===== config.mk =====
export PLATFORM = sky130hd
export DESIGN_NAME = ext_int_controller
export DESIGN_NICKNAME = d
export VERILOG_FILES = /design/src/rtl/ext_int_controller_pkg.sv /design/src/rtl/ext_int_controller_pin_filter.sv /design/src/rtl/ext_int_controller.sv
export SDC_FILE = /design/constraint.sdc
export NUM_CORES = 1
export LEC_CHECK = 0
export ABC_AREA = 1
export CAP_MARGIN = 20
export CORE_MARGIN = 2
export CORE_UTILIZATION = 39
export CTS_BUF_LIST = sky130_fd_sc_hd__clkbuf_4
export DETAILED_ROUTE_END_ITERATION = 10
export PLACE_DENSITY = 0.86
export SYNTH_ARGS = -nofsm -noshare
export SYNTH_HDL_FRONTEND = slang
export SYNTH_SLANG_ARGS = --single-unit

===== constraint.sdc =====
create_clock -name clock -period 1.31 [get_ports clock]
set_clock_uncertainty 0.05 [all_clocks]
set_input_delay 0.262 -clock clock [delete_from_list [all_inputs] [get_ports clock]]
set_output_delay 0.262 -clock clock [all_outputs]
set_load 0.01 [all_outputs]

===== src/rtl/ext_int_controller_pkg.sv =====
// Shared encodings for the external interrupt controller: trigger modes,
// register offsets and FSM states.
package ext_int_controller_pkg;

    typedef enum logic [1:0] {
        MODE_LOW  = 2'b00,
        MODE_ANY  = 2'b01,
        MODE_FALL = 2'b10,
        MODE_RISE = 2'b11
    } mode_e;

    localparam logic [7:0] OFF_EICRA = 8'h0;
    localparam logic [7:0] OFF_EIFR  = 8'h4;
    localparam logic [7:0] OFF_EIMSK = 8'h8;

    typedef enum logic [1:0] {
        ST_IDLE       = 2'b00,
        ST_REQUEST    = 2'b01,
        ST_IN_SERVICE = 2'b10
    } state_e;

    function automatic logic edge_match(input mode_e mode, input logic rise, input logic fall);
        case (mode)
            MODE_ANY:  edge_match = rise | fall;
            MODE_FALL: edge_match = fall;
            MODE_RISE: edge_match = rise;
            default:   edge_match = 1'b0;
        endcase
    endfunction

endpackage


===== src/rtl/ext_int_controller_pin_filter.sv =====
// Per-pin input path: 2-flop synchroniser, stability filter and edge detect.
module int_pin_filter #(
    parameter int unsigned DEBOUNCE_CYCLES = 4
) (
    input  logic clock,
    input  logic reset,
    input  logic pin,
    output logic filtered,
    output logic rise,
    output logic fall
);

    logic sync1;
    logic sync2;
    logic prev;
    logic filt;

    // Everything idles high so that releasing reset with pins pulled up yields no edge.
    always_ff @(posedge clock) begin
        if (reset) begin
            sync1 <= 1'b1;
            sync2 <= 1'b1;
            prev  <= 1'b1;
        end else begin
            sync1 <= pin;
            sync2 <= sync1;
            prev  <= filt;
        end
    end

    generate
        if (DEBOUNCE_CYCLES == 0) begin : g_bypass
            assign filt = sync2;
        end else begin : g_debounce
            localparam int unsigned CW = (DEBOUNCE_CYCLES > 1) ? $clog2(DEBOUNCE_CYCLES) : 1;
            logic [CW-1:0] count;

            always_ff @(posedge clock) begin
                if (reset) begin
                    filt  <= 1'b1;
                    count <= '0;
                end else if (sync2 != filt) begin
                    if (count == CW'(DEBOUNCE_CYCLES - 1)) begin
                        filt  <= sync2;
                        count <= '0;
                    end else begin
                        count <= count + CW'(1);
                    end
                end else begin
                    count <= '0;
                end
            end
        end
    endgenerate

    assign filtered = filt;
    assign rise     = filt & ~prev;
    assign fall     = ~filt & prev;

endmodule


===== src/rtl/ext_int_controller.sv =====
// External interrupt controller: filtered pins, EICRA/EIFR/EIMSK registers
// and a single-level request/ack/done handshake to the interrupt handler.
module ext_int_controller
    import ext_int_controller_pkg::*;
#(
    parameter int unsigned NUM_CHANNELS    = 2,
    parameter int unsigned DATA_WIDTH      = 32,
    parameter int unsigned ADDRESS_BITS    = 32,
    parameter logic [ADDRESS_BITS-1:0] BASE_ADDRESS = ADDRESS_BITS'(32'h0000_206C),
    parameter int unsigned DEBOUNCE_CYCLES = 4
) (
    input  logic                    clock,
    input  logic                    reset,
    input  logic [NUM_CHANNELS-1:0] pin_in,
    input  logic [ADDRESS_BITS-1:0] d_mem_address_in,
    input  logic                    d_mem_write,
    input  logic                    d_mem_read,
    input  logic [DATA_WIDTH-1:0]   d_mem_data_in,
    output logic [DATA_WIDTH-1:0]   read_data,
    output logic                    read_valid,
    output logic                    irq_request,
    output logic [3:0]              irq_vector,
    input  logic                    irq_ack,
    input  logic                    irq_done
);

    localparam logic [ADDRESS_BITS-1:0] ADDR_EICRA = BASE_ADDRESS + ADDRESS_BITS'(OFF_EICRA);
    localparam logic [ADDRESS_BITS-1:0] ADDR_EIFR  = BASE_ADDRESS + ADDRESS_BITS'(OFF_EIFR);
    localparam logic [ADDRESS_BITS-1:0] ADDR_EIMSK = BASE_ADDRESS + ADDRESS_BITS'(OFF_EIMSK);

    logic [NUM_CHANNELS-1:0]   filt, rise, fall;
    logic [NUM_CHANNELS-1:0]   eifr, eimsk;
    logic [2*NUM_CHANNELS-1:0] eicra;
    logic [NUM_CHANNELS-1:0]   pending, edge_set, eifr_clr;
    logic [3:0]                lowest;
    logic                      found;
    logic                      vec_pending;
    logic [DATA_WIDTH-1:0]     rdata;
    logic                      hit_eicra, hit_eifr, hit_eimsk;
    logic                      unused_data;
    state_e                    state, state_n;
    logic [3:0]                vector, vector_n;

    for (genvar i = 0; i < NUM_CHANNELS; i++) begin : g_pin
        int_pin_filter #(
            .DEBOUNCE_CYCLES(DEBOUNCE_CYCLES)
        ) u_filter (
            .clock   (clock),
            .reset   (reset),
            .pin     (pin_in[i]),
            .filtered(filt[i]),
            .rise    (rise[i]),
            .fall    (fall[i])
        );
    end

    assign hit_eicra   = (d_mem_address_in == ADDR_EICRA);
    assign hit_eifr    = (d_mem_address_in == ADDR_EIFR);
    assign hit_eimsk   = (d_mem_address_in == ADDR_EIMSK);
    assign unused_data = ^d_mem_data_in;

    always_comb begin
        pending     = '0;
        edge_set    = '0;
        eifr_clr    = '0;
        vec_pending = 1'b0;
        lowest      = '0;
        found       = 1'b0;
        for (int unsigned i = 0; i < NUM_CHANNELS; i++) begin
            mode_e mode;
            mode = mode_e'(eicra[2*i +: 2]);
            if (mode == MODE_LOW) begin
                pending[i] = ~filt[i] & eimsk[i];
            end else begin
                pending[i]  = eifr[i] & eimsk[i];
                edge_set[i] = edge_match(mode, rise[i], fall[i]);
                if (state == ST_REQUEST && irq_ack && vector == 4'(i))
                    eifr_clr[i] = 1'b1;
            end
            if (d_mem_write && hit_eifr && d_mem_data_in[i])
                eifr_clr[i] = 1'b1;
            if (vector == 4'(i))
                vec_pending = pending[i];
            if (pending[i] && !found) begin
                lowest = 4'(i);
                found  = 1'b1;
            end
        end
    end

    // A flag set by a fresh edge outranks any clear landing on the same cycle.
    always_ff @(posedge clock) begin
        if (reset) begin
            eicra <= '0;
            eimsk <= '0;
            eifr  <= '0;
        end else begin
            if (d_mem_write && hit_eicra) eicra <= d_mem_data_in[2*NUM_CHANNELS-1:0];
            if (d_mem_write && hit_eimsk) eimsk <= d_mem_data_in[NUM_CHANNELS-1:0];
            eifr <= (eifr & ~eifr_clr) | edge_set;
        end
    end

    always_comb begin
        rdata = '0;
        if (hit_eicra) rdata = DATA_WIDTH'(eicra);
        if (hit_eifr)  rdata = DATA_WIDTH'(eifr);
        if (hit_eimsk) rdata = DATA_WIDTH'(eimsk);
    end

    always_ff @(posedge clock) begin
        if (reset) begin
            read_data  <= '0;
            read_valid <= 1'b0;
        end else begin
            read_valid <= d_mem_read;
            if (d_mem_read) read_data <= rdata;
        end
    end

    always_comb begin
        state_n  = state;
        vector_n = vector;
        case (state)
            ST_IDLE: begin
                if (|pending) begin
                    state_n  = ST_REQUEST;
                    vector_n = lowest;
                end
            end
            ST_REQUEST: begin
                if (irq_ack)           state_n = ST_IN_SERVICE;
                else if (!vec_pending) state_n = ST_IDLE;
            end
            ST_IN_SERVICE: begin
                if (irq_done) state_n = ST_IDLE;
            end
            default: state_n = ST_IDLE;
        endcase
    end

    always_ff @(posedge clock) begin
        if (reset) begin
            state  <= ST_IDLE;
            vector <= '0;
        end else begin
            state  <= state_n;
            vector <= vector_n;
        end
    end

    assign irq_request = (state == ST_REQUEST);
    assign irq_vector  = vector;

endmodule


==> summary.txt <==
Worst setup path
  – Worst R2R Setup Slack: 0.11 ns
  – Crit. End Element: register
  – Crit Path Max Fanout: 4
  – Critical Path Source Type: primary input
  – CP Class: primary input to register
  – Critical Path RT: 1.53 ns
  – CP arrival: 1.53 ns

Floorplan
  – Starting density of the core: 41.3%
  – # IOs: 110
  – Site Rows: 24
  – Die Wd: 72.6 um
  – Die area: 5270 um^2
  – Core area: 4440 um^2
  – Chip Height: 72.6 um

Logic synthesis
  – Synthesized area: 1840 um^2
  – Average size of a mapped cell: 6.91 um^2
  – Cell type with the largest total area after synthesis: dfxtp_1
  – Cells after synthesis: 266
  – Synth top area cells: dfxtp_1 31%, buf_4 13%, nand2_1 9.4%, inv_1 7.8%, nor2_1 7.4%
  – Top-count cell post-synth: nand2_1
  – Number of flops mapped to enable cells by yosys: 0
  – Synth Register Bits: 28
  – Netlist cell types: 25
  – Post-synth ARST share: 0%
  – Register area share after synthesis: 30.5%
  – Top cells by count, synth: 46 x nand2_1, 38 x inv_1, 36 x nor2_1
  – Most used DFF post-synth: dfxtp_1
  – Synth top area share: 30.5%
  – Yosys Warn Count: 0

Placed design
  – Port bufs: 50
  – Routability cong.: 0.867
  – DP Area: 2330 um^2
  – Detail Placement HPWL: approximately 3200 um

Clock network
  – CTS Buf Count: 3
  – Clock Sinks: 28
  – Clock slew at reported path FFs: 0.13 ns
  – CTS tree: yes
  – Hold Buf Count CTS: 0
  – H-tree depth: 1
  – Clock Latency Late Sink: 0.33 ns
  – Root Buffer: clkbuf_4
  – Worst-case clock buffer depth: 2

Drt
  – Wire per inst: about 11 um
  – Routed via count: between 1500 and 2000
  – Initial drt markers: 76
  – Routed vias/inst: 4.72
  – DRC viols: 0
  – Antenna Violating Nets Remaining: 0
  – Total Wirelength: approximately 4300 um
  – DR pass1 iterations: 4

Timing
  – Final worst path period need: 1.31 ns
  – Fmax: around 760 MHz
  – Slew Limit Fails: 0
  – Final WS setup: -0.000726 ns
  – Final setup viols: 1
  – Final hold vios: 0
  – Unrepaired setup endpoints after global routing: true
  – Period utilization: 100%

Layout
  – Final Util: between 50% and 60%
  – FILL cells: approximately 420
  – Diodes inserted: 0
  – Fin area: 2500 um^2
  – Layout area overhead: 36.0%
  – Nets: 410
  – Layout cells sized above 1: 25.5%

Run status
  – Failing checks: negative setup slack
  – Status: finished with violations

GRT
  – Global route overflow: 0
  – Vias in the first global route: 1669
  – First-pass GRT wire length: 6970 um
  – Initial antenna violation count: 0
  – Largest net degree at the start of global routing: 15
  – Tot GR Track Use: between 10% and 20%

Power and ir drop
  – Sequential share of power: 57.8%
  – Power share of the combinational group: 19.2%
  – Peak supply drop: 548 uV
  – Leak: 1.26 nW
  – Power density cells: ~600 nW/um^2
  – Switching power: 0.000398 W
  – Cell Int Power: roughly 0.0011 W
  – Clock power frac: 23.0%
  – Sw frac: around a quarter

Min path
  – Worst hold path type: register to register

Job
  – Max Cap Viol: 0
-- cell usage in the layout (no fill, tap or decap), types with 12 or more instances in the layout --
cell type,n
nand2_1,35
inv_1,31
conb_1,31
nor2_1,26
dfxtp_1,24
dlygate4sd2_1,23
nand2_2,15
nand3_1,15
a21oi_1,14
buf_4,13
nor2_4,12
-- metrics by stage --
step / power, W / hold WS (ns) / setup WS (ns) / TNS (ns) / instances
5_1_grt: 0.00157 / 0.398 / -0.0238 / -0.0279 / 382
3_5_place_dp: 0.00117 / 0.346 / -0.477 / -5.44 / 373
4_1_cts: 0.00150 / 0.378 / 0.00173 / 0 / 380
2_1_floorplan: 0.00107 / 0.316 / 0.0322 / 0 / 296
3_3_place_gp: 0.00116 / 0.343 / -0.386 / -4.55 / 373
6_report: 0.00150 / 0.376 / -0.000726 / -0.000726 / 382
-- kinds of logic (layout without fill, tap and decap cells) --
kind of cell               after synthesis  after routing  share of synthesized area, %
and+or+nand+nor                        130            130                          35.5
buffers and inverters                   73            107                          21.3
AOI/OAI and AO/OA                       28             28                          8.45
DFF                                     28             28                          30.5
adders and majority gates                6              6                          4.09
other                                    1             31                         0.204
-- worst max-delay path, stage by stage --
cell and delay [ns]:
dlygate4sd2_1 0.27, inv_1 0.10, nand2_1 0.10, nor2_2 0.19
nand3_2 0.13, nor2_4 0.14, nand3_1 0.11, nand2_1 0.07
inv_1 0.05, a21oi_2 0.10
-- per-layer routing --
layer	global-route usage (%)	vias to the layer above	wire (um)
li1	-	894	-
met1	18.3	818	1630
met2	29.5	76	2190
met3	4.97	16	326
met4	5.35	0	127
met5	0	-	0
-- sequential cells by signal, indices dropped and copies added (netlist names) --
name,cells
g_pin.u_filter.filtered,2
eifr,2
eimsk,2
g_pin.u_filter.sync2,2
read_valid,1
irq_vector,1
state,2
g_pin.u_filter.sync1,2
eicra,4
g_pin.u_filter.prev,2
g_pin.u_filter.g_debounce.count,4
read_data,4
-- cell type report --
cell class / count / area (um^2) / area share (%)
flip-flops and latches: 28 / 566 / 22.6
clock buffers: 3 / 22.5 / 0.902
inverters: 40 / 150 / 6.01
multi-input cells: 195 / 1110 / 44.5
repair buffers: 64 / 583 / 23.3
well taps: 52 / 65.1 / 2.61
-- power groups by stage --
stage	sequential (W)	combinational (W)	clock [W]
floorplan	0.000886	0.000184	0
global placement	0.000885	0.000275	0
detailed placement	0.000885	0.000281	0
CTS	0.000866	0.000271	0.000361
global route	0.000868	0.000315	0.000389
finish	0.000866	0.000287	0.000345
-- timing repair --
| item | in CTS | in global routing |
|---|---|---|
| buffers inserted | 4 | 2 |
| pin swaps | 31 | 21 |
| resized for setup | 62 | 41 |
| endpoints found under the setup margin | 18 | 19 |
-- worst paths after layout --
check,from,end,cells after the start
worst max register to register,state[0],eifr[0],6
worst min register to register,g_pin[1].u_filter.sync1,g_pin[1].u_filter.sync2,1
worst min-delay path,g_pin[1].u_filter.sync1,g_pin[1].u_filter.sync2,1
worst max-delay path,d_mem_address_in[3],read_data[1],10
Note: power is estimated with default switching activity, not from simulation.
